### config.mk
export PLATFORM = sky130hd
export DESIGN_NAME = bus_slot_scheduler
export DESIGN_NICKNAME = d
export VERILOG_FILES = /design/src/rtl/bus_slot_scheduler.sv
export SDC_FILE = /design/constraint.sdc
export NUM_CORES = 1
export LEC_CHECK = 0
export BUFFER_PORTS_ARGS = -buffer_cell sky130_fd_sc_hd__clkbuf_2
export CAP_MARGIN = 20
export CORE_MARGIN = 4
export CORE_UTILIZATION = 43
export DETAILED_ROUTE_END_ITERATION = 16
export PLACE_DENSITY = 0.82
export SYNTH_ARGS = -nofsm -noshare
export SYNTH_HDL_FRONTEND = slang
export SYNTH_SLANG_ARGS = --single-unit
### constraint.sdc
create_clock -name clk16 -period 1.9 [get_ports clk16]
set_clock_uncertainty 0.1 [all_clocks]
set_input_delay 0.19 -clock clk16 [delete_from_list [all_inputs] [get_ports clk16]]
set_output_delay 0.19 -clock clk16 [all_outputs]
set_load 0.02 [all_outputs]
### src/rtl/bus_slot_scheduler.sv
// Shared-bus slot scheduler: a fixed 16-cycle frame carved into Pi (c0-3), video (c4-7)
// and CPU (c8-15) slots, with a pending/done handshake that grants the Pi one frame at a time.
module bus_slot_scheduler #(
    parameter bit VIDEO_EN = 1'b1
) (
    input  logic       clk16,
    input  logic       res_b,
    input  logic       pi_pending,
    input  logic       pi_rw_b,
    input  logic [7:0] bus_data_i,
    output logic       pi_done,
    output logic [7:0] pi_rd_data,
    output logic       pi_select,
    output logic       pi_read,
    output logic       pi_write,
    output logic       video_select,
    output logic       video_ram_strobe,
    output logic       video_rom_strobe,
    output logic       cpu_select,
    output logic       io_select,
    output logic       phi2,
    output logic       clk8,
    output logic [3:0] slot
);

    typedef enum logic [1:0] {
        IDLE   = 2'd0,
        ACCESS = 2'd1,
        DONE   = 2'd2
    } pi_state_t;

    pi_state_t  state, state_next;
    logic [3:0] c, c_next;
    logic       pend_s1, pend_s2;
    logic       pi_rw_q, rw_next;
    logic [7:0] rd_next;

    // Decoded outputs are computed from the next-cycle counter/state so that the
    // registered outputs line up exactly with the registered c and FSM state.
    logic pi_sel_n, pi_rd_n, pi_wr_n, vid_n, vram_n, vrom_n;
    logic cpu_n, io_n, phi2_n, clk8_n, done_n;

    always_comb begin
        c_next     = c + 4'd1;
        state_next = state;
        rw_next    = pi_rw_q;
        rd_next    = pi_rd_data;
        case (state)
            IDLE: begin
                if (c == 4'd15 && pend_s2) begin
                    state_next = ACCESS;
                    rw_next    = pi_rw_b;
                end
            end
            ACCESS: begin
                if (c == 4'd3) begin
                    state_next = DONE;
                    if (pi_rw_q) rd_next = bus_data_i;
                end
            end
            DONE: begin
                if (!pend_s2) state_next = IDLE;
            end
            default: state_next = IDLE;
        endcase
    end

    always_comb begin
        pi_sel_n = (state_next == ACCESS) && (c_next[3:2] == 2'b00);
        pi_rd_n  = pi_sel_n && rw_next && (c_next == 4'd1 || c_next == 4'd2);
        pi_wr_n  = pi_sel_n && !rw_next && (c_next == 4'd1 || c_next == 4'd2);
        vid_n    = VIDEO_EN && (c_next[3:2] == 2'b01);
        vram_n   = vid_n && !c_next[1];
        vrom_n   = vid_n && c_next[1];
        cpu_n    = c_next[3];
        io_n     = c_next[3] && (c_next != 4'd8);
        phi2_n   = (c_next[3:2] == 2'b11);
        clk8_n   = c_next[0];
        done_n   = (state_next == DONE);
    end

    always_ff @(posedge clk16 or negedge res_b) begin
        if (!res_b) begin
            c                <= 4'd0;
            state            <= IDLE;
            pend_s1          <= 1'b0;
            pend_s2          <= 1'b0;
            pi_rw_q          <= 1'b0;
            pi_rd_data       <= 8'h00;
            pi_done          <= 1'b0;
            pi_select        <= 1'b0;
            pi_read          <= 1'b0;
            pi_write         <= 1'b0;
            video_select     <= 1'b0;
            video_ram_strobe <= 1'b0;
            video_rom_strobe <= 1'b0;
            cpu_select       <= 1'b0;
            io_select        <= 1'b0;
            phi2             <= 1'b0;
            clk8             <= 1'b0;
        end else begin
            c                <= c_next;
            state            <= state_next;
            pend_s1          <= pi_pending;
            pend_s2          <= pend_s1;
            pi_rw_q          <= rw_next;
            pi_rd_data       <= rd_next;
            pi_done          <= done_n;
            pi_select        <= pi_sel_n;
            pi_read          <= pi_rd_n;
            pi_write         <= pi_wr_n;
            video_select     <= vid_n;
            video_ram_strobe <= vram_n;
            video_rom_strobe <= vrom_n;
            cpu_select       <= cpu_n;
            io_select        <= io_n;
            phi2             <= phi2_n;
            clk8             <= clk8_n;
        end
    end

    assign slot = c;

endmodule
-- Word-level counts from Yosys, hierarchy flattened
Index checks and enable logic that the tools add are counted.
W data, S select, Z words.
- add/sub/neg operators: 1
- equality and inequality tests: 11
- muxes and demuxes: 6
- reductions and logical operators: 15
- operator list (kind ; count):
    $logic_and A1 B1 Y1 ; 9
    $eq A4 B2 Y1 const B ; 2
    $eq A2 B1 Y1 const B ; 3
    $eq A2 B2 Y1 const B ; 3
    $mux W2 ; 3
    $pmux W2 S3 ; 1
    $add A4 B1 Y4 const B ; 1
    $eq A4 B1 Y1 const B ; 1
    $eq A4 B4 Y1 const B ; 1
    $logic_not A2 Y1 ; 2
    $ne A4 B4 Y1 const B ; 1
    $reduce_and A3 Y1 ; 1
    $logic_not A1 Y1 ; 2
    $mux W1 ; 2
    $logic_or A1 B1 Y1 ; 1
- register bits: 28
- bits of input ports: 12
- output and inout bits: 23
- logic and storage cells: 50

-- Logic depth before layout (Yosys ltp)
Gate-level depths: netlist (run 1).
- word-level depth: 8
- depth in mapped cells: 5
- mapped depth without buffers: 5

-- Worst setup path after synthesis (run 1)
No wires, ideal clock.
- kind: register to register
- from: register c[0], in the netlist slot[0]
- to: register pi_rd_data[0]
- library setup time: 0.128 ns
- data arrival time: 1.753 ns
- setup slack: -0.080 ns
- stages on the path, launching flop included: 6
- cells stage by stage: dfrtp_1 -> ha_1 -> nor4b_2 -> and3_1 -> buf_2 -> mux2_1
- cells in the longest elaborated chain, start to end: 2
- RTL lines (what ; RTL line ; RTL):
    from (decl) ; 33 ; logic [3:0] c, c_next;
    from (signal assigned) ; 102 ; c <= c_next;
    $eq A4 B2 Y1 ; 56 ; if (c == 4'd3) begin
    $reduce_and A3 Y1 (no line) ; n/a ;
    to (signal assigned) ; 107 ; pi_rd_data <= rd_next;
    to (decl) ; 12 ; output logic [7:0] pi_rd_data,
Every way passes these cells.
A chain may end at the register's enable or synchronous reset.

-- Final worst setup path (run 1)
- from: register c[2], in the netlist slot[2]
- to: register pi_read
- cells in the longest elaborated chain, start to end: 8
- elaborated cells between the ends (all ways): 17
- RTL lines (what ; RTL line ; RTL):
    $eq A4 B4 Y1 ; 50 ; if (c == 4'd15 && pend_s2) begin
    $logic_and A1 B1 Y1 ; 50 ;
    $mux W2 ; 50 ;
    $pmux W2 S3 (*) ; 48 ; case (state)
    net state_next[0] ; 32 ; pi_state_t state, state_next;
    $eq A2 B1 Y1 (*) ; 69 ; pi_sel_n = (state_next == ACCESS) && (c_next[3:2] == 2'b00);
    $logic_and A1 B1 Y1 (*) ; 69 ;
    $logic_and A1 B1 Y1 (*) (2 in series) ; 70 ; pi_rd_n = pi_sel_n && rw_next && (c_next == 4'd1 || c_next == 4'd2);
    net pi_rd_n ; 40 ; logic pi_sel_n, pi_rd_n, pi_wr_n, vid_n, vram_n, vrom_n;
    to (signal assigned) ; 110 ; pi_read <= pi_rd_n;
    to (decl) ; 14 ; output logic pi_read,
The timed path passes the listed nets; every way through them passes the cells marked *.

==> run_results.csv, run 1 <==
group,metric,value,unit
status,status,"complete, no violations",
hold_path,hold_path_depth,2,
setup_path,reg2reg_from,"slot[2]",
hold_path,hold_start,"pi_rw_b",
global_route,antenna_found_initial,0,
setup_path,setup.worst_path.start_class,"flip-flop",
drt,routed.top_layer,"met4",
drt,drt_pass1_iterations,4,
floorplanning,io_pins,35,
clock_network,clk_latency,0.31,ns
placement,pre_cts_slack,-0.0700,ns
placement,dpl.hpwl,1430,microns
drt,num_vias,711,
clock_network,ctsLongestPathBuffers,2,
setup_path,cpPeakStageDelay,0.46,ns
sta,relSlewSlack,59.0,%
power_and_ir_drop,power_frac_clock,27.0,%
power_and_ir_drop,power,849,uW
synthesis,syn_area_per_cell,14.4,sq um
setup_path,cp_cell_sequence,"buf_4 -> nor2_1 -> a2111oi_2 -> nand4b_1 -> nor3b_1",
sta,worst_slack,0.131,ns
clock_network,cts.sinks,26,
sta,rsz0062_at_grt,"false",
synthesis,synth_nets,85,
setup_path,slowest_stage,"dfrtp_1",
final_layout,layout_common_cells,"clkbuf_2 (34), dfrtp_1 (24), dlygate4sd3_1 (10)",
hold_path,min_to,"pi_rw_q",
final_layout,nets,136,
synthesis,yosysSeqAreaShare,64.7,%
synthesis,syn-cell-area,1010,sq um
sta,worst_pin_slew,0.615,ns
sta,period_minus_slack,1.77,ns
sta,period_share,93.1,%
drt,wl_met1,824,microns
sta,drv_slew,0,
run,drv_cap,0,
global_route,grt_pass1_wl,3420,microns
setup_path,cp-end-kind,"flip-flop",
setup_path,ff2ff_setup_slack,0.13,ns
final_layout,area_delta_synth_final,35.8,%
power_and_ir_drop,p_int,671,uW
floorplanning,dieArea,3180,sq um
power_and_ir_drop,sw_frac_of_total,20.9,%
clock_network,cts_tree,"yes",
sta,fmax,565,MHz
power_and_ir_drop,pwr_density_cell,621,nW/um^2
clock_network,clk_pin_slew_worst_paths,0.12,ns
setup_path,critPathRequiredTime,2.02,ns
drt,wl_per_cell,13.1,microns
global_route,grt_pass1_vias,766,
hold_path,hold_path.class,"input port to flip-flop",
clock_network,cts_root_buf,"clkbuf_4",
synthesis,synth_seq_cells,26,
final_layout,top_register,"pi_rd_data",
setup_path,crit_type,"flip-flop to flip-flop",
floorplanning,die_h,56.4,microns
setup_path,reg2reg_depth,5,
final_layout,layout_commonest_cell,"clkbuf_2",
floorplanning,core_area,2210,sq um
drt,drc,0,
setup_path,critPathMaxFanout,5,
floorplanning,rows,17,
power_and_ir_drop,power_frac_seq,66.8,%
power_and_ir_drop,leakage,0.000748,uW
drt,ant_nets,0,
power_and_ir_drop,peakVddDrop,0.318,mV
drt,totalWireLength,1940,microns
clock_network,cts_buffers,3,
power_and_ir_drop,switchingPower,177,uW
synthesis,synthCells,70,
power_and_ir_drop,power_frac_comb,6.2,%
final_layout,drive_above_1_share,42.5,%
sta,hold_violations,0,
placement,place_congestion,0.716,
clock_network,cts_setup_buffers,0,
clock_network,htree_levels,1,
setup_path,timing.rr.end,"pi_read",
synthesis,yosys.cell_types.count,24,
drt,dr_wl_met2,942,microns
final_layout,fill_cells,171,
drt,wl_met3,136,microns
global_route,grt_max_degree,27,
sta,setup_viol,0,
final_layout,antenna_cells,0,
global_route,grt_util_all_layers,14.0,%
drt,dr.first_iter.drc_count,11,
drt,vias_per_cell,4.80,
setup_path,worstPathArrival,1.89,ns
placement,io_buffers,34,
synthesis,synth_warnings,0,
floorplanning,die-width,56.4,microns
global_route,grt.overflow.total,0,
final_layout,largest_register_ff_count,8,
floorplanning,start_util,45.5,%
[layout make-up]
type / instances / area [sq um] / area share (%)
well taps: 28 / 35.0 / 2.56
multi-input cells: 35 / 318 / 23.3
inverters: 5 / 18.8 / 1.37
clock buffers: 4 / 26.3 / 1.92
flip-flops and latches: 26 / 653 / 47.8
repair buffers: 50 / 315 / 23.1
[per-stage QoR]
stage               TNS, ns  utilization, %  instance area (sq um)  cells  hold WS [ns]
global placement          0            55.4                   1230    134         0.124
finish                    0            61.8                   1370    148        0.0444
CTS                       0            61.2                   1350    148        0.0274
floorplan                 0               -                   1010     70        -0.206
global route              0            61.8                   1370    148        0.0450
detailed placement   -0.478            55.4                   1230    134         0.141
[cell families (layout without fill, tap and decap cells)]
| kind of cell | Yosys count | in the layout | share of synthesized area, % |
|---|---|---|---|
| muxes | 9 | 9 | 10.1 |
| AOI/OAI and AO/OA | 5 | 5 | 4.35 |
| adders and majority gates | 3 | 3 | 3.73 |
| buffers and inverters | 9 | 59 | 5.35 |
| and+or+nand+nor | 16 | 16 | 10.1 |
| xor gates and xnor gates | 2 | 2 | 1.74 |
| DFF | 26 | 26 | 64.7 |
[layer usage]
metal / up-vias / track usage [%]
li1: 338 / -
met1: 339 / 16.9
met2: 30 / 23.0
met3: 4 / 3.22
met4: 0 / 7.12
met5: - / 0
[power by group through the flow]
stage                     sequential, uW  clock [uW]  combinational, uW
after floorplan                      581           0               6.96
after detailed placement             577           0               37.8
after CTS                            567         245               53.6
after global routing                 569         261               59.2
after global placement               577           0               36.7
final                                567         229               53.0
[synth_stat cells]
master	n	area share (%)
and3_1	2	1.2
mux2_2	1	1.1
a2111oi_2	1	1.5
a31oi_1	1	0.62
nor3_1	2	1.0
buf_8	1	1.5
nand3_1	2	1.0
nor4b_2	1	1.5
a21oi_1	1	0.50
mux2_1	8	9.0
nand4b_1	1	0.87
xnor2_1	1	0.87
buf_4	2	1.5
nor2_1	5	1.9
xor2_1	1	0.87
and4bb_1	1	1.2
nor3b_1	1	0.75
inv_2	1	0.37
a22o_1	2	1.7
inv_1	4	1.5
nor2b_1	1	0.62
dfrtp_1	26	65
buf_2	1	0.50
ha_1	3	3.7
[how the worst max path moves through the flow]
| stage | slack, ns | depth (start not counted) | from | to |
|---|---|---|---|---|
| detailed placement | -0.07 | 4 | slot[1] | pi_rd_data[7] |
| finish | 0.13 | 5 | slot[2] | pi_read |
| global route | 0.04 | 4 | slot[1] | pi_rd_data[4] |
| CTS | 0.0009 | 4 | slot[1] | pi_rd_data[7] |
| floorplan | 0.05 | 5 | slot[0] | pi_rd_data[0] |
| global placement | 0.06 | 4 | slot[1] | pi_rd_data[4] |
[repair_timing]
item	in CTS	in global routing
endpoints found under the setup margin	8	10
hold buffers	10	0
hold endpoints to repair	35	0
pin swaps	0	1
gates resized for setup	1	2
[critical path: cells and delay by family, from the launching register on]
family | cells | cell delay, ns
AND/OR/NAND/NOR | 3 | 0.50
flip-flops | 1 | 0.46
AO/OA/AOI/OAI | 1 | 0.44
buffers and inverters | 1 | 0.18
Note: power is estimated with default switching activity, not from simulation.
==> inputs of run 2 (changes only) <==
--- a/config.mk
+++ b/config.mk
@@ -8,9 +8,10 @@
 export BUFFER_PORTS_ARGS = -buffer_cell sky130_fd_sc_hd__clkbuf_2
 export CAP_MARGIN = 20
 export CORE_MARGIN = 4
-export CORE_UTILIZATION = 43
+export CORE_UTILIZATION = 32
 export DETAILED_ROUTE_END_ITERATION = 16
-export PLACE_DENSITY = 0.82
+export GPL_TIMING_DRIVEN = 0
+export PLACE_DENSITY = 0.64
 export SYNTH_ARGS = -nofsm -noshare
 export SYNTH_HDL_FRONTEND = slang
 export SYNTH_SLANG_ARGS = --single-unit
==> run_results.csv, run 2 (synthesis results as in run 1) <==
group,metric,value,unit
status,status,"complete, no violations",
clock_network,clk_pin_slew_worst_paths,0.13,ns
drt,num_vias,701,
final_layout,antenna_cells,0,
clock_network,cts_buffers,3,
final_layout,postLayoutCoreUtil,46.4,%
power_and_ir_drop,power_frac_comb,6.2,%
setup_path,cp_num_cells,5,
setup_path,cpPeakStageDelay,0.43,ns
drt,wl_met1,811,microns
sta,drv_slew,0,
final_layout,fill_cells,286,
floorplanning,die-width,64.1,microns
sta,hold_violations,0,
final_layout,nets,136,
power_and_ir_drop,pwr_density_cell,606,nW/um^2
sta,worst_slack,0.125,ns
global_route,grt_pass1_wl,3130,microns
setup_path,slowest_stage,"dfrtp_2",
setup_path,reg2reg_depth,5,
setup_path,critPathRequiredTime,2.00,ns
setup_path,critPathLaunch,"slot[1]",
setup_path,cp_cell_sequence,"ha_4 -> nor4b_4 -> and3_1 -> clkbuf_4 -> mux2_1",
drt,wl_met3,168,microns
global_route,grt_max_degree,27,
drt,drt_pass1_iterations,2,
power_and_ir_drop,peakVddDrop,0.322,mV
global_route,grt.overflow.total,0,
power_and_ir_drop,switchingPower,179,uW
sta,period_share,93.4,%
floorplanning,die_h,64.1,microns
clock_network,ctsLongestPathBuffers,2,
power_and_ir_drop,power_frac_seq,66.6,%
clock_network,clk_latency,0.31,ns
final_layout,finalInstanceArea,1400,sq um
drt,totalWireLength,1890,microns
final_layout,layout_commonest_cell,"clkbuf_2",
hold_path,hold_path.class,"input port to flip-flop",
setup_path,cp-end-kind,"flip-flop",
sta,period_minus_slack,1.77,ns
final_layout,top_register,"pi_rd_data",
placement,pre_cts_slack,-0.0439,ns
setup_path,crit_type,"flip-flop to flip-flop",
setup_path,critPathMaxFanout,8,
setup_path,cp_num_buf_inv,1,
drt,vias_per_cell,4.27,
drt,drc,0,
clock_network,cts.sinks,26,
setup_path,critPathCapture,"pi_rd_data[3]",
placement,place_congestion,0.682,
setup_path,ff2ff_setup_slack,0.13,ns
sta,setup_viol,0,
setup_path,cpLargestDelayFamily,"flip-flops",
final_layout,largest_register_ff_count,8,
drt,dr_wl_met2,886,microns
floorplanning,io_pins,35,
drt,routed.top_layer,"met4",
floorplanning,core_area,3030,sq um
final_layout,drive_above_1_share,42.5,%
placement,dpl.hpwl,1360,microns
setup_path,reg2reg_from,"slot[1]",
setup_path,timing.rr.end,"pi_rd_data[3]",
setup_path,worstPathArrival,1.88,ns
clock_network,htree_levels,1,
global_route,antenna_found_initial,0,
power_and_ir_drop,sw_frac_of_total,21.0,%
placement,place_area,1240,sq um
clock_network,cts_tree,"yes",
floorplanning,start_util,33.2,%
global_route,grt_pass1_vias,726,
floorplanning,dieArea,4100,sq um
drt,wl_per_cell,11.5,microns
power_and_ir_drop,leakage,0.000756,uW
sta,rsz0062_at_grt,"false",
placement,dp_cells,148,
drt,ant_nets,0,
floorplanning,rows,20,
sta,relSlewSlack,58.3,%
power_and_ir_drop,p_int,672,uW
run,drv_cap,0,
final_layout,instances_no_fill,164,
sta,fmax,563,MHz
clock_network,cts_root_buf,"clkbuf_4",
global_route,grt_util_all_layers,9.93,%
placement,io_buffers,34,
final_layout,area_delta_synth_final,39.6,%
drt,dr.first_iter.drc_count,8,
setup_path,setup.worst_path.start_class,"flip-flop",
power_and_ir_drop,power_frac_clock,27.2,%
sta,worst_pin_slew,0.626,ns
final_layout,layout_common_cells,"clkbuf_2 (34), dfrtp_1 (24), dlygate4sd3_1 (10)",
-- run 2: cell types whose count changed in the layout (fill, tap and decap cells not counted), sizes merged --
cell and change:
buf -1, clkbuf +1
-- run 2: layout make-up --
| class | instances | area [sq um] | share of cell area, % |
|---|---|---|---|
| flip-flops and latches | 26 | 653 | 46.5 |
| inverters | 5 | 18.8 | 1.34 |
| clock buffers | 4 | 26.3 | 1.87 |
| multi-input cells | 35 | 328 | 23.4 |
| repair buffers | 46 | 285 | 20.3 |
| plain buffers | 4 | 37.5 | 2.67 |
| well taps | 44 | 55.1 | 3.92 |
-- run 2: per-layer routing --
layer  global-route usage, %  vias up
met5                       0        -
met4                    4.04        0
met3                    3.69        2
met2                    17.2       33
met1                    10.9      330
li1                        -      336
-- run 2: power groups by stage --
stage	clock (uW)	combinational (uW)	sequential, uW
6_report	231	53.0	566
5_1_grt	274	59.1	568
4_1_cts	250	52.4	567
3_5_place_dp	0	37.9	577
3_3_place_gp	0	36.9	577
2_1_floorplan	0	6.96	581
-- run 2: per-stage QoR --
| stage | hold WS [ns] | setup TNS (ns) | total power (uW) |
|---|---|---|---|
| 2_1_floorplan | -0.206 | 0 | 588 |
| 3_3_place_gp | 0.133 | 0 | 614 |
| 3_5_place_dp | 0.144 | -0.246 | 615 |
| 4_1_cts | 0.000378 | 0 | 869 |
| 5_1_grt | 0.0103 | 0 | 901 |
| 6_report | 0.0332 | 0 | 850 |
-- run 2: what timing repair did --
action	CTS	global route
gates cloned	0	0
endpoints found under the setup margin	8	10
hold buffers	9	1
setup buffers	1	1
endpoints found under the hold margin	34	1
gates resized for setup	1	3
-- run 2: worst min-delay path by stage --
stage / end / slack, ns / cells after the start / start
floorplan: io_select / -0.21 / 0 / res_b
global placement: pi_rd_data[1] / 0.13 / 1 / res_b
global route: pi_rw_q / 0.01 / 2 / pi_rw_b
detailed placement: pi_rd_data[3] / 0.14 / 1 / res_b
finish: pi_rw_q / 0.03 / 2 / pi_rw_b
CTS: pi_rd_data[0] / 0.0004 / 2 / bus_data_i[0]
